--- config.mk ---
export PLATFORM = sky130hd
export DESIGN_NAME = uart_alu
export DESIGN_NICKNAME = d
export VERILOG_FILES = /design/src/rtl/uart_alu.sv
export SDC_FILE = /design/constraint.sdc
export NUM_CORES = 1
export LEC_CHECK = 0
export ABC_CLOCK_PERIOD_IN_PS = 2900
export BUFFER_PORTS_ARGS = -buffer_cell sky130_fd_sc_hd__buf_4
export CAP_MARGIN = 15
export CORE_MARGIN = 2
export CORE_UTILIZATION = 58
export DETAILED_ROUTE_END_ITERATION = 10
export PLACE_DENSITY = 0.74
export SKIP_LAST_GASP = 1
export SLEW_MARGIN = 15
export SYNTH_ARGS = -nofsm -noshare
export SYNTH_HDL_FRONTEND = slang
export SYNTH_SLANG_ARGS = --single-unit
--- constraint.sdc ---
create_clock -name clk -period 2.9 [get_ports clk]
set_clock_uncertainty 0.1 [all_clocks]
set_input_delay 0.29 -clock clk [delete_from_list [all_inputs] [get_ports clk]]
set_output_delay 0.29 -clock clk [all_outputs]
set_load 0.05 [all_outputs]
--- src/rtl/uart_alu.sv ---
// uart_alu: iCE40 board top. An 8N1 UART receiver feeds a packet parser
// that either echoes the payload (opcode 0xEC) or returns the 32-bit sum of
// the little-endian payload operands (opcode 0xAD). Other opcodes are drained
// silently. Packet: opcode, reserved, length LSB, length MSB, then
// (length-4) data bytes; length counts the 4-byte header.
//
// Ports:
//   clk   - board oscillator, sole clock
//   rst   - synchronous active-high reset
//   rx_i  - UART serial in, idle high, asynchronous to clk
//   tx_o  - UART serial out, idle high
//   led_o - high while a packet is in progress
module uart_alu #(
    parameter int ClkFreqHz     = 12000000,
    parameter int BaudRate      = 115200,
    parameter int EchoFifoDepth = 16
) (
    input  logic clk,
    input  logic rst,
    input  logic rx_i,
    output logic tx_o,
    output logic led_o
);

    localparam int CyclesPerBit = ClkFreqHz / BaudRate;
    localparam int CntW         = $clog2(CyclesPerBit);
    localparam int PtrW         = $clog2(EchoFifoDepth);
    localparam logic [CntW-1:0] BitLast  = CntW'(CyclesPerBit - 1);
    localparam logic [CntW-1:0] HalfLast = CntW'(CyclesPerBit / 2 - 1);
    localparam logic [7:0] OpEcho = 8'hEC;
    localparam logic [7:0] OpAdd  = 8'hAD;

    // ---------------------------------------------------------------- RX
    logic rx_meta_q, rx_sync_q;

    // NOTE: sequential state uses non-blocking assignments so every flop
    // samples the pre-edge value regardless of statement order.
    always_ff @(posedge clk) begin
        if (rst) begin
            rx_meta_q <= 1'b1;
            rx_sync_q <= 1'b1;
        end else begin
            rx_meta_q <= rx_i;
            rx_sync_q <= rx_meta_q;
        end
    end

    typedef enum logic [2:0] {RX_IDLE, RX_START, RX_DATA, RX_STOP, RX_WAIT_HIGH} rx_state_e;

    rx_state_e       rx_state_q, rx_state_d;
    logic [CntW-1:0] rx_cnt_q, rx_cnt_d;
    logic [2:0]      rx_bit_q, rx_bit_d;
    logic [7:0]      rx_shift_q, rx_shift_d;
    logic            rx_valid;
    logic [7:0]      rx_byte;

    assign rx_byte = rx_shift_q;

    always_ff @(posedge clk) begin
        if (rst) begin
            rx_state_q <= RX_IDLE;
            rx_cnt_q   <= '0;
            rx_bit_q   <= '0;
            rx_shift_q <= '0;
        end else begin
            rx_state_q <= rx_state_d;
            rx_cnt_q   <= rx_cnt_d;
            rx_bit_q   <= rx_bit_d;
            rx_shift_q <= rx_shift_d;
        end
    end

    // NOTE: every combinational output gets a default first, so no path
    // leaves a signal unassigned and no latch is inferred.
    always_comb begin
        rx_state_d = rx_state_q;
        rx_cnt_d   = rx_cnt_q + CntW'(1);
        rx_bit_d   = rx_bit_q;
        rx_shift_d = rx_shift_q;
        rx_valid   = 1'b0;
        unique case (rx_state_q)
            RX_IDLE: begin
                rx_cnt_d = '0;
                // The line can only be low here after having been high, so a
                // low level marks the falling edge of a start bit.
                if (!rx_sync_q) rx_state_d = RX_START;
            end
            RX_START: begin
                if (rx_cnt_q == HalfLast) begin
                    rx_cnt_d   = '0;
                    rx_bit_d   = '0;
                    rx_state_d = rx_sync_q ? RX_IDLE : RX_DATA;
                end
            end
            RX_DATA: begin
                if (rx_cnt_q == BitLast) begin
                    rx_cnt_d   = '0;
                    rx_shift_d = {rx_sync_q, rx_shift_q[7:1]};
                    rx_bit_d   = rx_bit_q + 3'd1;
                    if (rx_bit_q == 3'd7) rx_state_d = RX_STOP;
                end
            end
            RX_STOP: begin
                if (rx_cnt_q == BitLast) begin
                    rx_valid   = rx_sync_q;
                    rx_state_d = rx_sync_q ? RX_IDLE : RX_WAIT_HIGH;
                end
            end
            RX_WAIT_HIGH: begin
                if (rx_sync_q) rx_state_d = RX_IDLE;
            end
            default: rx_state_d = RX_IDLE;
        endcase
    end

    // ---------------------------------------------------------------- TX
    logic            tx_q, tx_busy_q;
    logic [8:0]      tx_shift_q;
    logic [3:0]      tx_bit_q;
    logic [CntW-1:0] tx_cnt_q;
    logic            tx_ready, tx_start;
    logic [7:0]      tx_data;

    // The last cycle of the stop bit counts as ready, so a queued byte starts
    // exactly CyclesPerBit after the stop bit began.
    assign tx_ready = !tx_busy_q || (tx_cnt_q == BitLast && tx_bit_q == 4'd9);

    always_ff @(posedge clk) begin
        if (rst) begin
            tx_q       <= 1'b1;
            tx_busy_q  <= 1'b0;
            tx_shift_q <= '1;
            tx_bit_q   <= '0;
            tx_cnt_q   <= '0;
        end else if (tx_start) begin
            tx_q       <= 1'b0;
            tx_busy_q  <= 1'b1;
            tx_shift_q <= {1'b1, tx_data};
            tx_bit_q   <= '0;
            tx_cnt_q   <= '0;
        end else if (tx_busy_q) begin
            if (tx_cnt_q == BitLast) begin
                tx_cnt_q <= '0;
                if (tx_bit_q == 4'd9) begin
                    tx_busy_q <= 1'b0;
                end else begin
                    tx_q       <= tx_shift_q[0];
                    tx_shift_q <= {1'b1, tx_shift_q[8:1]};
                    tx_bit_q   <= tx_bit_q + 4'd1;
                end
            end else begin
                tx_cnt_q <= tx_cnt_q + CntW'(1);
            end
        end
    end

    assign tx_o = tx_q;

    // ---------------------------------------------------------- echo FIFO
    logic [7:0]    fifo_mem [EchoFifoDepth];
    logic [PtrW:0] wr_ptr_q, rd_ptr_q;
    logic          fifo_push, fifo_pop, fifo_empty, fifo_full;

    assign fifo_empty = (wr_ptr_q == rd_ptr_q);
    assign fifo_full  = (wr_ptr_q[PtrW] != rd_ptr_q[PtrW]) &&
                        (wr_ptr_q[PtrW-1:0] == rd_ptr_q[PtrW-1:0]);

    // NOTE: the storage array has no reset; the pointers alone define which
    // entries are valid, and a reset-free array maps onto block RAM.
    always_ff @(posedge clk) begin
        if (fifo_push) fifo_mem[wr_ptr_q[PtrW-1:0]] <= rx_byte;
    end

    always_ff @(posedge clk) begin
        if (rst) begin
            wr_ptr_q <= '0;
            rd_ptr_q <= '0;
        end else begin
            if (fifo_push) wr_ptr_q <= wr_ptr_q + 1'b1;
            if (fifo_pop)  rd_ptr_q <= rd_ptr_q + 1'b1;
        end
    end

    // ------------------------------------------------------------- parser
    typedef enum logic [2:0] {P_IDLE, P_HDR, P_DATA, P_RESP, P_DRAIN} p_state_e;

    p_state_e    p_state_q, p_state_d;
    logic [7:0]  opcode_q, opcode_d;
    logic [1:0]  hdr_cnt_q, hdr_cnt_d;
    logic [7:0]  len_lo_q, len_lo_d;
    logic [15:0] remain_q, remain_d;
    logic [31:0] acc_q, acc_d;
    logic [23:0] operand_q, operand_d;   // first three bytes of the current operand
    logic [1:0]  op_byte_q, op_byte_d;
    logic [2:0]  resp_cnt_q, resp_cnt_d;
    logic [15:0] len_full, data_len;

    assign len_full = {rx_byte, len_lo_q};
    assign data_len = (len_full > 16'd4) ? len_full - 16'd4 : 16'd0;
    assign led_o    = (p_state_q != P_IDLE);

    always_ff @(posedge clk) begin
        if (rst) begin
            p_state_q  <= P_IDLE;
            opcode_q   <= '0;
            hdr_cnt_q  <= '0;
            len_lo_q   <= '0;
            remain_q   <= '0;
            acc_q      <= '0;
            operand_q  <= '0;
            op_byte_q  <= '0;
            resp_cnt_q <= '0;
        end else begin
            p_state_q  <= p_state_d;
            opcode_q   <= opcode_d;
            hdr_cnt_q  <= hdr_cnt_d;
            len_lo_q   <= len_lo_d;
            remain_q   <= remain_d;
            acc_q      <= acc_d;
            operand_q  <= operand_d;
            op_byte_q  <= op_byte_d;
            resp_cnt_q <= resp_cnt_d;
        end
    end

    always_comb begin
        p_state_d  = p_state_q;
        opcode_d   = opcode_q;
        hdr_cnt_d  = hdr_cnt_q;
        len_lo_d   = len_lo_q;
        remain_d   = remain_q;
        acc_d      = acc_q;
        operand_d  = operand_q;
        op_byte_d  = op_byte_q;
        resp_cnt_d = resp_cnt_q;
        fifo_push  = 1'b0;
        fifo_pop   = 1'b0;
        tx_start   = 1'b0;
        tx_data    = fifo_mem[rd_ptr_q[PtrW-1:0]];
        unique case (p_state_q)
            P_IDLE: begin
                if (rx_valid) begin
                    opcode_d   = rx_byte;
                    hdr_cnt_d  = '0;
                    acc_d      = '0;
                    operand_d  = '0;
                    op_byte_d  = '0;
                    resp_cnt_d = '0;
                    p_state_d  = P_HDR;
                end
            end
            P_HDR: begin
                if (rx_valid) begin
                    hdr_cnt_d = hdr_cnt_q + 2'd1;
                    if (hdr_cnt_q == 2'd1) len_lo_d = rx_byte;
                    if (hdr_cnt_q == 2'd2) begin
                        remain_d = data_len;
                        if (opcode_q == OpAdd)
                            p_state_d = (data_len == 16'd0) ? P_RESP : P_DATA;
                        else if (opcode_q == OpEcho)
                            p_state_d = (data_len == 16'd0) ? P_IDLE : P_DATA;
                        else
                            p_state_d = (data_len == 16'd0) ? P_IDLE : P_DRAIN;
                    end
                end
            end
            P_DATA: begin
                if (opcode_q == OpEcho) begin
                    // Bytes beyond the declared length, or arriving while the
                    // FIFO is full, are dropped.
                    if (rx_valid && remain_q != 16'd0) begin
                        remain_d  = remain_q - 16'd1;
                        fifo_push = !fifo_full;
                    end
                    if (tx_ready && !fifo_empty) begin
                        tx_start = 1'b1;
                        fifo_pop = 1'b1;
                    end
                    if (remain_q == 16'd0 && fifo_empty && !tx_busy_q) p_state_d = P_IDLE;
                end else if (rx_valid) begin
                    // Little-endian assembly: bytes shift in from the top, so
                    // the fourth byte completes {b3, b2, b1, b0}. A trailing
                    // partial operand never reaches the accumulator.
                    remain_d  = remain_q - 16'd1;
                    op_byte_d = op_byte_q + 2'd1;
                    operand_d = {rx_byte, operand_q[23:8]};
                    if (op_byte_q == 2'd3) acc_d = acc_q + {rx_byte, operand_q};
                    if (remain_q == 16'd1) p_state_d = P_RESP;
                end
            end
            P_RESP: begin
                // The sum leaves LSB first by shifting the accumulator down.
                if (resp_cnt_q != 3'd4) begin
                    if (tx_ready) begin
                        tx_start   = 1'b1;
                        tx_data    = acc_q[7:0];
                        acc_d      = acc_q >> 8;
                        resp_cnt_d = resp_cnt_q + 3'd1;
                    end
                end else if (!tx_busy_q) begin
                    p_state_d = P_IDLE;
                end
            end
            P_DRAIN: begin
                if (rx_valid) begin
                    remain_d = remain_q - 16'd1;
                    if (remain_q == 16'd1) p_state_d = P_IDLE;
                end
            end
            default: p_state_d = P_IDLE;
        endcase
    end

endmodule

==> flow_metrics.env <==
export IMPL_dp_hpwl_um=22300
export IMPL_slew_headroom_pct=42.3
export IMPL_synthFlopType="dfxtp_1"
export IMPL_endpoint_kind="flop"
export IMPL_synthTopCellsByCount="156 x dfxtp_1, 143 x nor2_1, 128 x edfxtp_1, 125 x a21oi_1, 113 x nand2_1"
export IMPL_synthAdderAreaFrac_pct=4.75
export IMPL_multi_input_area_um2=6590
export IMPL_fin_crit_sh_pct=96.1
export IMPL_wire_per_inst_um=20.2
export IMPL_synth_async_reset_ratio_pct=0
export IMPL_synth_compound_area_share_pct=13.5
export IMPL_postSynthCellCount=1322
export IMPL_cp_arrival_ns=3.17
export IMPL_viasPerCell=6.20
export IMPL_critPathMaxStageDelay_ns=0.43
export IMPL_start_util_pct=59.0
export IMPL_maxSlewViolCount=0
export IMPL_die_h_um=159
export IMPL_ioPinCount=5
export IMPL_power_density_nw_per_um2=527
export IMPL_hold_viol=0
export IMPL_layout_cells_non_filler=1708
export IMPL_dr_pass1_iters=5
export IMPL_rsz0062_at_grt="true"
export IMPL_register_area_um2=6970
export IMPL_setup_tns_ns=0
export IMPL_syn_num_nets=1377
export IMPL_crit_chain="or3_4 -> or4_4 -> nor2_2 -> nand3_2 -> buf_4 -> o31ai_2 -> o2111ai_2 -> a211oi_2 -> nand2_1 -> a21oi_1"
export IMPL_antennaDiodeCount=0
export IMPL_min_period_ns=2.79
export IMPL_cts_made_buffers=29
export IMPL_final_setup_worst_slack_ns=0.114
export IMPL_grt_pass1_wl_um=53900
export IMPL_drc=0
export IMPL_grt_start_max_net_pins=67
export IMPL_vias=10600
export IMPL_crit_path_top_delay_cell="or4_4"
export IMPL_dp_cells=1653
export IMPL_synth_distinct_cells=78
export IMPL_syn_avg_cell_area_um2=10.5
export IMPL_grt_pass1_vias=10100
export IMPL_synth_edff_count=128
export IMPL_fin_util_pct=68.0
export IMPL_cts_root_buffer="clkbuf_16"
export IMPL_final_area_um2=16000
export IMPL_place_gp_congestion=0.956
export IMPL_placed_area_um2=14700
export IMPL_core_area_um2=23500
export IMPL_tritoncts="yes"
export IMPL_ys_ff_latch=284
export IMPL_port_buffers=4
export IMPL_setup_viol_count_final=0
export IMPL_critical_path_class="flop to flop"
export IMPL_synth_top_family_by_area="simple AND/OR/NAND/NOR gates"
export IMPL_dieArea_um2=25100
export IMPL_ant_nets=0
export IMPL_antenna_found_initial=0
export IMPL_ys_top_cells_by_area="edfxtp_1 28%, dfxtp_1 23%, mux4_2 6.5%"
export IMPL_yosys_area_top_type="edfxtp_1"
export IMPL_synth_top_area_share_pct=27.7
export IMPL_max_clock_path_buffers=3
export IMPL_hold_slack_ns=0.173
export IMPL_synthXorXnorAreaFrac_pct=4.49
export IMPL_crit_fanout=5
export IMPL_worst_pin_slew_ns=0.862
export IMPL_area_growth_pct=15.3
export IMPL_gr_total_overflow=0
export IMPL_fill_cells=1684
export IMPL_worst_setup_path_start_kind="flop"
export IMPL_htree_levels=1
export IMPL_cp_required_ns=3.28
export IMPL_yosysWarnings=0
export IMPL_p_leak_nw=5.87
export IMPL_syn_cell_area_um2=13900
export IMPL_max_vdd_ir_drop_uv=386
export IMPL_hp_class="primary input to flop"
export IMPL_rows=56
export IMPL_fin_total_pwr_mw=8.42
export IMPL_maxCapViolations=0
export IMPL_track_usage_pct=27.5
export IMPL_chipWidth_um=159
export IMPL_drt_iter0_drc=1133
export IMPL_synth_most_common_cell="dfxtp_1"
export IMPL_cts_sinks=284
export IMPL_pre_cts_ws_ns=-0.0697
export IMPL_timing_fmax_ghz=0.359
export IMPL_drive_above_1_share_pct=17.9
export IMPL_yosysSeqAreaShare_pct=50.3
export IMPL_wirelength_um=34400
export IMPL_worst_skew_pair_late_latency_ns=0.56
export IMPL_muxShareOfSynthArea_pct=8.02
export IMPL_final_nets=1421
export IMPL_synth_simple_area_share_pct=15.8
export IMPL_cts_setup_buffers=0
export IMPL_clk_pin_slew_ns=0.07
export IMPL_status="complete, no violations"
## layout by cell type (no fill, tap or decap), types with 23 or more instances in the layout
master,count
a21oi_1,120
a221oi_1,23
buf_4,94
clkbuf_16,32
dfxtp_1,154
edfxtp_1,128
ha_1,50
inv_1,23
mux4_2,40
nand2_1,113
nand3_1,49
nor2_1,136
nor3_1,56
o21ai_0,30
xnor2_1,33
xor2_1,37
## critical path, delay by kind of cell (launching register included)
family | cells | cell delay [ns]
buf+inv | 1 | 0.18
simple gates | 5 | 1.17
compound gates | 4 | 0.91
flops | 1 | 0.33
## per-layer routing
metal	vias up	track usage, %	routed length [µm]
met2	405	46.7	16900
met5	-	0	0
met4	0	9.01	1050
met3	78	3.29	2120
met1	5141	36.8	14400
li1	4960	-	-
## repair_timing
action | CTS | global route
hold endpoints to repair | 1 | 0
gates resized for setup | 4 | 31
cloned | 0 | 0
pin swaps | 0 | 7
hold buffers | 1 | 0
setup endpoints to repair | 10 | 103
## cell type report
class	instances	area share, %
Clock buffer	37	5.32
Timing Repair Buffer	101	5.23
Clock inverter	17	1.50
Multi-Input combinational cell	927	41.3
Sequential cell	284	43.6
Inverter	23	0.540
Tap cell	319	2.50
## logic make-up after synthesis
kind of cell               count (synthesis)
AOI/OAI and AO/OA                        287
xor gates and xnor gates                  71
adders and majority gates                 52
buffers and inverters                    111
DFF                                      284
muxes                                     61
and+or+nand+nor                          456
## power by group
| part | internal (mW) | switching (mW) | leakage (nW) |
|---|---|---|---|
| Clock | 2.53 | 1.63 | 0.521 |
| Combinational | 0.0328 | 0.0733 | 2.90 |
| Sequential | 4.15 | 0.00266 | 2.44 |
| Total | 6.71 | 1.71 | 5.87 |
## sequential cells by signal, indices dropped and copies added, names as in the netlist, 4 cells and up, named ones only
name        cells
remain_q       16
rx_byte         8
operand_q      24
tx_bit_q        4
tx_cnt_q        7
acc_q          32
rd_ptr_q        5
fifo_mem      128
len_lo_q        8
wr_ptr_q        5
opcode_q        8
tx_shift_q      8
rx_cnt_q        7
## final timing paths
check	start	to	slack, ns	depth (start not counted)
hold reg to reg	rx_meta_q$_SDFF_PP1_	rx_sync_q$_SDFF_PP1_	0.32	1
setup reg to reg	remain_q[7]$_SDFFE_PP0P_	p_state_q[0]$_SDFFE_PP0P_	0.11	10
hold / removal	rst	wr_ptr_q[4]$_SDFFE_PP0P_	0.17	2
setup / recovery	remain_q[7]$_SDFFE_PP0P_	p_state_q[0]$_SDFFE_PP0P_	0.11	10
(Power assumes the default switching activity.)
